File: config.mk
export PLATFORM = sky130hd
export DESIGN_NAME = apb_master_bridge
export DESIGN_NICKNAME = d
export VERILOG_FILES = /design/src/rtl/apb_master_bridge.sv
export SDC_FILE = /design/constraint.sdc
export NUM_CORES = 1
export LEC_CHECK = 0
export CAP_MARGIN = 20
export CORE_UTILIZATION = 45
export CTS_BUF_LIST = sky130_fd_sc_hd__clkbuf_2 sky130_fd_sc_hd__clkbuf_4 sky130_fd_sc_hd__clkbuf_8
export CTS_CLUSTER_DIAMETER = 100
export DETAILED_ROUTE_END_ITERATION = 10
export PLACE_DENSITY_LB_ADDON = 0.3
export SLEW_MARGIN = 10
export SYNTH_ARGS = -nofsm -noshare
export SYNTH_HDL_FRONTEND = slang
export SYNTH_SLANG_ARGS = --single-unit
File: constraint.sdc
create_clock -name from_top_clk -period 3.5 [get_ports from_top_clk]
set_input_delay 0.525 -clock from_top_clk [delete_from_list [all_inputs] [get_ports from_top_clk]]
set_output_delay 0.525 -clock from_top_clk [all_outputs]
set_load 0.02 [all_outputs]
File: src/rtl/apb_master_bridge.sv
// APB initiator: turns single core load/store requests into one APB transfer each,
// with SETUP/ACCESS phasing, wait-state handling and a bus-hang timeout.
module apb_master_bridge #(
  parameter int DATA_LENGTH    = 32,
  parameter int ADDRESS_LENGTH = 32,
  parameter int TIMEOUT_CYCLES = 256
) (
  input  logic                        from_top_clk,
  input  logic                        preset_n,
  // core request port
  input  logic                        req_valid,
  output logic                        req_ready,
  input  logic                        req_write,
  input  logic [ADDRESS_LENGTH-1:0]   req_addr,
  input  logic [DATA_LENGTH-1:0]      req_wdata,
  input  logic [DATA_LENGTH/8-1:0]    req_strb,
  // core response port
  output logic                        rsp_valid,
  output logic [DATA_LENGTH-1:0]      rsp_rdata,
  output logic                        rsp_error,
  // APB completer side
  output logic [ADDRESS_LENGTH-1:0]   paddr,
  output logic                        psel,
  output logic                        penable,
  output logic                        pwrite,
  output logic [DATA_LENGTH-1:0]      pwdata,
  output logic [DATA_LENGTH/8-1:0]    pstrb,
  input  logic                        pready,
  input  logic [DATA_LENGTH-1:0]      prdata,
  input  logic                        pslverr
);

  localparam logic [15:0] TIMEOUT_LIM = 16'(TIMEOUT_CYCLES);

  typedef enum logic [1:0] {
    IDLE,
    SETUP,
    ACCESS,
    RESP
  } state_t;

  state_t      r_state;
  logic [15:0] r_wait_cnt;
  logic [15:0] w_wait_inc;
  logic        w_timeout;

  assign w_wait_inc = r_wait_cnt + 16'd1;
  // Abort on the edge that records the TIMEOUT_CYCLES-th pready-low cycle.
  assign w_timeout  = (TIMEOUT_CYCLES != 0) && (w_wait_inc == TIMEOUT_LIM);

  // NOTE: every output is a flop written only here with <=, so all of them
  // update together on the edge and the async reset clears psel/penable at once.
  always_ff @(posedge from_top_clk or negedge preset_n) begin
    if (!preset_n) begin
      r_state    <= IDLE;
      r_wait_cnt <= '0;
      req_ready  <= 1'b1;
      rsp_valid  <= 1'b0;
      rsp_rdata  <= '0;
      rsp_error  <= 1'b0;
      paddr      <= '0;
      psel       <= 1'b0;
      penable    <= 1'b0;
      pwrite     <= 1'b0;
      pwdata     <= '0;
      pstrb      <= '0;
    end else begin
      case (r_state)
        IDLE: begin
          rsp_valid <= 1'b0;
          if (req_valid) begin
            paddr     <= req_addr;
            pwrite    <= req_write;
            // Reads drive no strobes and leave pwdata at its last write value.
            if (req_write) begin
              pwdata <= req_wdata;
              pstrb  <= req_strb;
            end else begin
              pstrb  <= '0;
            end
            psel      <= 1'b1;
            penable   <= 1'b0;
            req_ready <= 1'b0;
            r_state   <= SETUP;
          end
        end

        SETUP: begin
          penable <= 1'b1;
          r_state <= ACCESS;
        end

        ACCESS: begin
          if (pready) begin
            rsp_rdata <= pwrite ? '0 : prdata;
            rsp_error <= pslverr;
            rsp_valid <= 1'b1;
            psel      <= 1'b0;
            penable   <= 1'b0;
            r_state   <= RESP;
          end else begin
            if (r_wait_cnt != 16'hFFFF) begin
              r_wait_cnt <= w_wait_inc;
            end
            if (w_timeout) begin
              rsp_rdata <= '0;
              rsp_error <= 1'b1;
              rsp_valid <= 1'b1;
              psel      <= 1'b0;
              penable   <= 1'b0;
              r_state   <= RESP;
            end
          end
        end

        RESP: begin
          rsp_valid  <= 1'b0;
          r_wait_cnt <= '0;
          req_ready  <= 1'b1;
          r_state    <= IDLE;
        end

        default: r_state <= IDLE;
      endcase
    end
  end

endmodule

==> impl_metrics.csv <==
group,metric,value,unit
final_layout,n_fill_cell,861,
critical_path,crit_buf_inv,1,
place,dpl.cell_count,746,
logic_synthesis,synth.ff_latch_count,124,
timing,max_freq,360,MHz
job,maxCapViolCount,0,
timing,timing.max_slew.rel_slack,0.499,
place,portBuffers,211,
global_routing,grt.total_usage,0.239,
clock_network,cts.sinks,124,
floorplan,die_area,12200,µm²
timing,worst_clock_skew,9.86,ps
critical_path,type_of_the_worst_setup_path,"register to register",
critical_path,cpLargestDelayFamily,"simple AND/OR/NAND/NOR gates",
timing,tightest_slew,752,ps
global_routing,vias_in_the_first_global_route,4247,
final_layout,finalNetCount,734,
timing,timing.final.crit_period,2780,ps
critical_path,reg2reg_setup_slack,720,ps
logic_synthesis,yosys_warn_count,0,
route,initialDrtViolationCount,291,
pwr,switching_power,2.51,mW
pwr,finalPower,6.97,mW
logic_synthesis,synth_area,5300,µm²
critical_path,worstPathRequired,3830,ps
route,route.vias.total,4189,
clock_network,clk_root_buffer_cell,"sky130_fd_sc_hd__clkbuf_8",
final_layout,finalNonFillerCells,778,
route,avgRoutedWirePerCell,17.8,µm
clock_network,cts_made_buffers,17,
critical_path,slowest_stage,"sky130_fd_sc_hd__dfrtp_1",
clock_network,cts_resized,0,
floorplan,floorplan_die_width,110,µm
clock_network,clock_insertion_delay_worst_skew,440,ps
critical_path,timing.rr.start,"r_wait_cnt[0]$_DFFE_PN0P_",
logic_synthesis,post_synth_main_area_contributors,"sky130_fd_sc_hd__dfrtp_1 (58%), sky130_fd_sc_hd__mux2_2 (14%), sky130_fd_sc_hd__a22o_1 (5.5%), sky130_fd_sc_hd__o21ai_0 (2.5%), sky130_fd_sc_hd__nand2_1 (2.1%)",
route,drt.antenna.violating_nets,0,
place,placed_cell_area,7490,µm²
pwr,power_density,881,nW/µm²
route,drt-vias-per-instance,5.38,
pwr,power.share.clock,0.188,
final_layout,multi_input_area,2000,µm²
global_routing,globalRoute.totalOverflow,0,
final_layout,area_growth_syn_to_layout,49.4,%
final_layout,antennaDiodeCount,0,
critical_path,crit-reg2reg-capture,"psel$_DFFE_PN0P_",
timing,finalSetupTns,0,ps
floorplan,initial_standard_cell_utilization_of_the_core,0.462,
logic_synthesis,netlist_instances,413,
logic_synthesis,syn_avg_cell_area,12.8,µm²
pwr,sequentialPowerShare,0.342,
clock_network,clkTransAtPathRegs,80,ps
logic_synthesis,synth.distinct_cells,53,
logic_synthesis,synth_async_sr_flop_share,1.00,
timing,rsz0062_at_grt,"false",
global_routing,grt_start_max_net_pins,67,
clock_network,htree_levels,4,
pwr,power_report.internal_total,4.46,mW
place,hpwl,10200,µm
critical_path,end_kind,"register",
logic_synthesis,yosysSeqAreaShare,0.586,
critical_path,critPathLaunch,"r_wait_cnt[0]$_DFFE_PN0P_",
critical_path,worstSetupStartpointType,"register",
timing,report.final.setup_viol,0,
clock_network,post_cts.repair.setup_buffers,0,
pwr,cellLeakagePower,3.34,nW
final_layout,final-seq-area,3100,µm²
floorplan,ios,212,
route,drc_violation_count_after_routing,0,
critical_path,ff2ff_path_depth,9,
clock_network,cts-hold-fix-buffers,0,
floorplan,std_cell_rows,39,
timing,final-hold-violation-count,0,
logic_synthesis,yosys.area.top_type,"sky130_fd_sc_hd__dfrtp_1",
timing,slew_violations,0,
clock_network,cts_tree,"done",
final_layout,final_design_area_no_fill,7910,µm²
floorplan,placeableCoreArea,11500,µm²
pwr,power_frac_comb,0.469,
floorplan,die-height,110,µm
place,gp_congestion,0.881,
final_layout,drive_above_1_share,0.186,
logic_synthesis,synth_enable_flop_cells,0,
route,detail_route.wirelength,13900,µm
critical_path,worstPathMaxFanout,34,
logic_synthesis,synthDominantCellAreaShare,0.581,
critical_path,worstPathArrival,3100,ps
global_routing,grt_pass1_wl,22600,µm
timing,crit_share_post_route,0.794,
pwr,power_switching_share,0.360,
logic_synthesis,syn-num-nets,525,
global_routing,grt_antenna_before_repair,0,
logic_synthesis,synth.most_common_cell,"sky130_fd_sc_hd__dfrtp_1",
clock_network,cts_max_path_buffers,2,
pwr,vdd_drop_max,0.000635,V
critical_path,worstPathCellList,"ha_1 -> nand3_2 -> nor3_2 -> and4bb_1 -> o21ai_2 -> nor4_4 -> o21ai_4 -> buf_4 -> a22o_1",
outcome,outcome,"finished clean",
logic_synthesis,ys.flop_type,"sky130_fd_sc_hd__dfrtp_1",
logic_synthesis,synth_top_cells_by_count,"sky130_fd_sc_hd__dfrtp_1 (123), sky130_fd_sc_hd__mux2_2 (64), sky130_fd_sc_hd__a22o_1 (33)",
worst_hold_path,worstHoldPathType,"primary input to async pin",
critical_path,slowest_delay,480,ps
route,drt_pre_antenna_iters,5,
how the worst max path moves through the flow:
stage                     endpoint  cells past startpoint
6_report          psel$_DFFE_PN0P_                      9
5_1_grt           psel$_DFFE_PN0P_                      9
4_1_cts           psel$_DFFE_PN0P_                      9
3_5_place_dp      psel$_DFFE_PN0P_                      9
3_3_place_gp      psel$_DFFE_PN0P_                      9
2_1_floorplan  penable$_DFFE_PN0P_                      9
cells in the final DEF, fill, tap and decap left out, types with 2 or more instances in the layout:
cell type	n
sky130_fd_sc_hd__o211ai_1	2
sky130_fd_sc_hd__or3_1	2
sky130_fd_sc_hd__clkdlybuf4s50_1	210
sky130_fd_sc_hd__a31oi_1	4
sky130_fd_sc_hd__bufinv_16	3
sky130_fd_sc_hd__mux2i_1	4
sky130_fd_sc_hd__o21ai_0	26
sky130_fd_sc_hd__and4_1	2
sky130_fd_sc_hd__nand2_1	30
sky130_fd_sc_hd__nor3_1	6
sky130_fd_sc_hd__o41ai_1	2
sky130_fd_sc_hd__xnor2_1	2
sky130_fd_sc_hd__clkinv_4	5
sky130_fd_sc_hd__nand4_1	6
sky130_fd_sc_hd__nor2_1	11
sky130_fd_sc_hd__clkinvlp_4	2
sky130_fd_sc_hd__clkinv_2	2
sky130_fd_sc_hd__buf_4	7
sky130_fd_sc_hd__clkbuf_8	18
sky130_fd_sc_hd__o21a_1	2
sky130_fd_sc_hd__o21ai_2	2
sky130_fd_sc_hd__a21oi_1	6
sky130_fd_sc_hd__nand3_1	10
sky130_fd_sc_hd__ha_1	6
sky130_fd_sc_hd__o31ai_1	5
sky130_fd_sc_hd__a22o_1	33
sky130_fd_sc_hd__inv_1	8
sky130_fd_sc_hd__nand2b_1	4
sky130_fd_sc_hd__mux2_2	64
sky130_fd_sc_hd__dfrtp_1	123
registers in the layout, summed over array words and instances (netlist names):
register,flops
paddr,32
penable,1
psel,1
pstrb,4
pwdata,32
pwrite,1
r_state,2
r_wait_cnt,16
req_ready,1
rsp_error,1
rsp_rdata,32
rsp_valid,1
metrics by stage:
stage	hold WS, ps	utilization	setup WS, ps
final	133	0.690	721
after global routing	175	0.690	456
after CTS	146	0.690	705
after detailed placement	481	0.653	730
after global placement	464	0.653	836
after floorplan	229	-	1040
kinds of logic after synthesis:
family                     Yosys count  share of synthesized area
xor gates and xnor gates             3                    0.00496
AOI/OAI and AO/OA                   92                      0.127
DFF                                124                      0.586
and+or+nand+nor                     82                     0.0824
buffers and inverters               36                     0.0364
adders and majority gates            6                     0.0142
muxes                               70                      0.149
final cells by class:
cell class / instances / area share
timing repair buffer: 218 / 0.275
inverter: 8 / 0.00380
tap: 143 / 0.0226
sequential: 124 / 0.392
clock buffer: 19 / 0.0323
clock inverter: 13 / 0.0212
multi-input combinational: 253 / 0.253
per-layer routing:
layer / wire (µm) / part of all wire / vias up / global-route usage
met5: 0 / 0 / - / 0
met4: 314 / 0.023 / 0 / 0.0924
met3: 811 / 0.058 / 24 / 0.0746
met2: 7180 / 0.52 / 158 / 0.409
met1: 5560 / 0.40 / 2076 / 0.281
li1: - / - / 1931 / -
power groups by stage:
stage	registers [mW]	clock network, mW	logic, mW
finish	2.39	1.31	3.27
global route	2.47	1.41	3.46
CTS	2.39	1.35	3.30
detailed placement	2.41	0	3.28
global placement	2.37	0	3.21
floorplan	3.08	0	1.01
(Power assumes the default switching activity.)
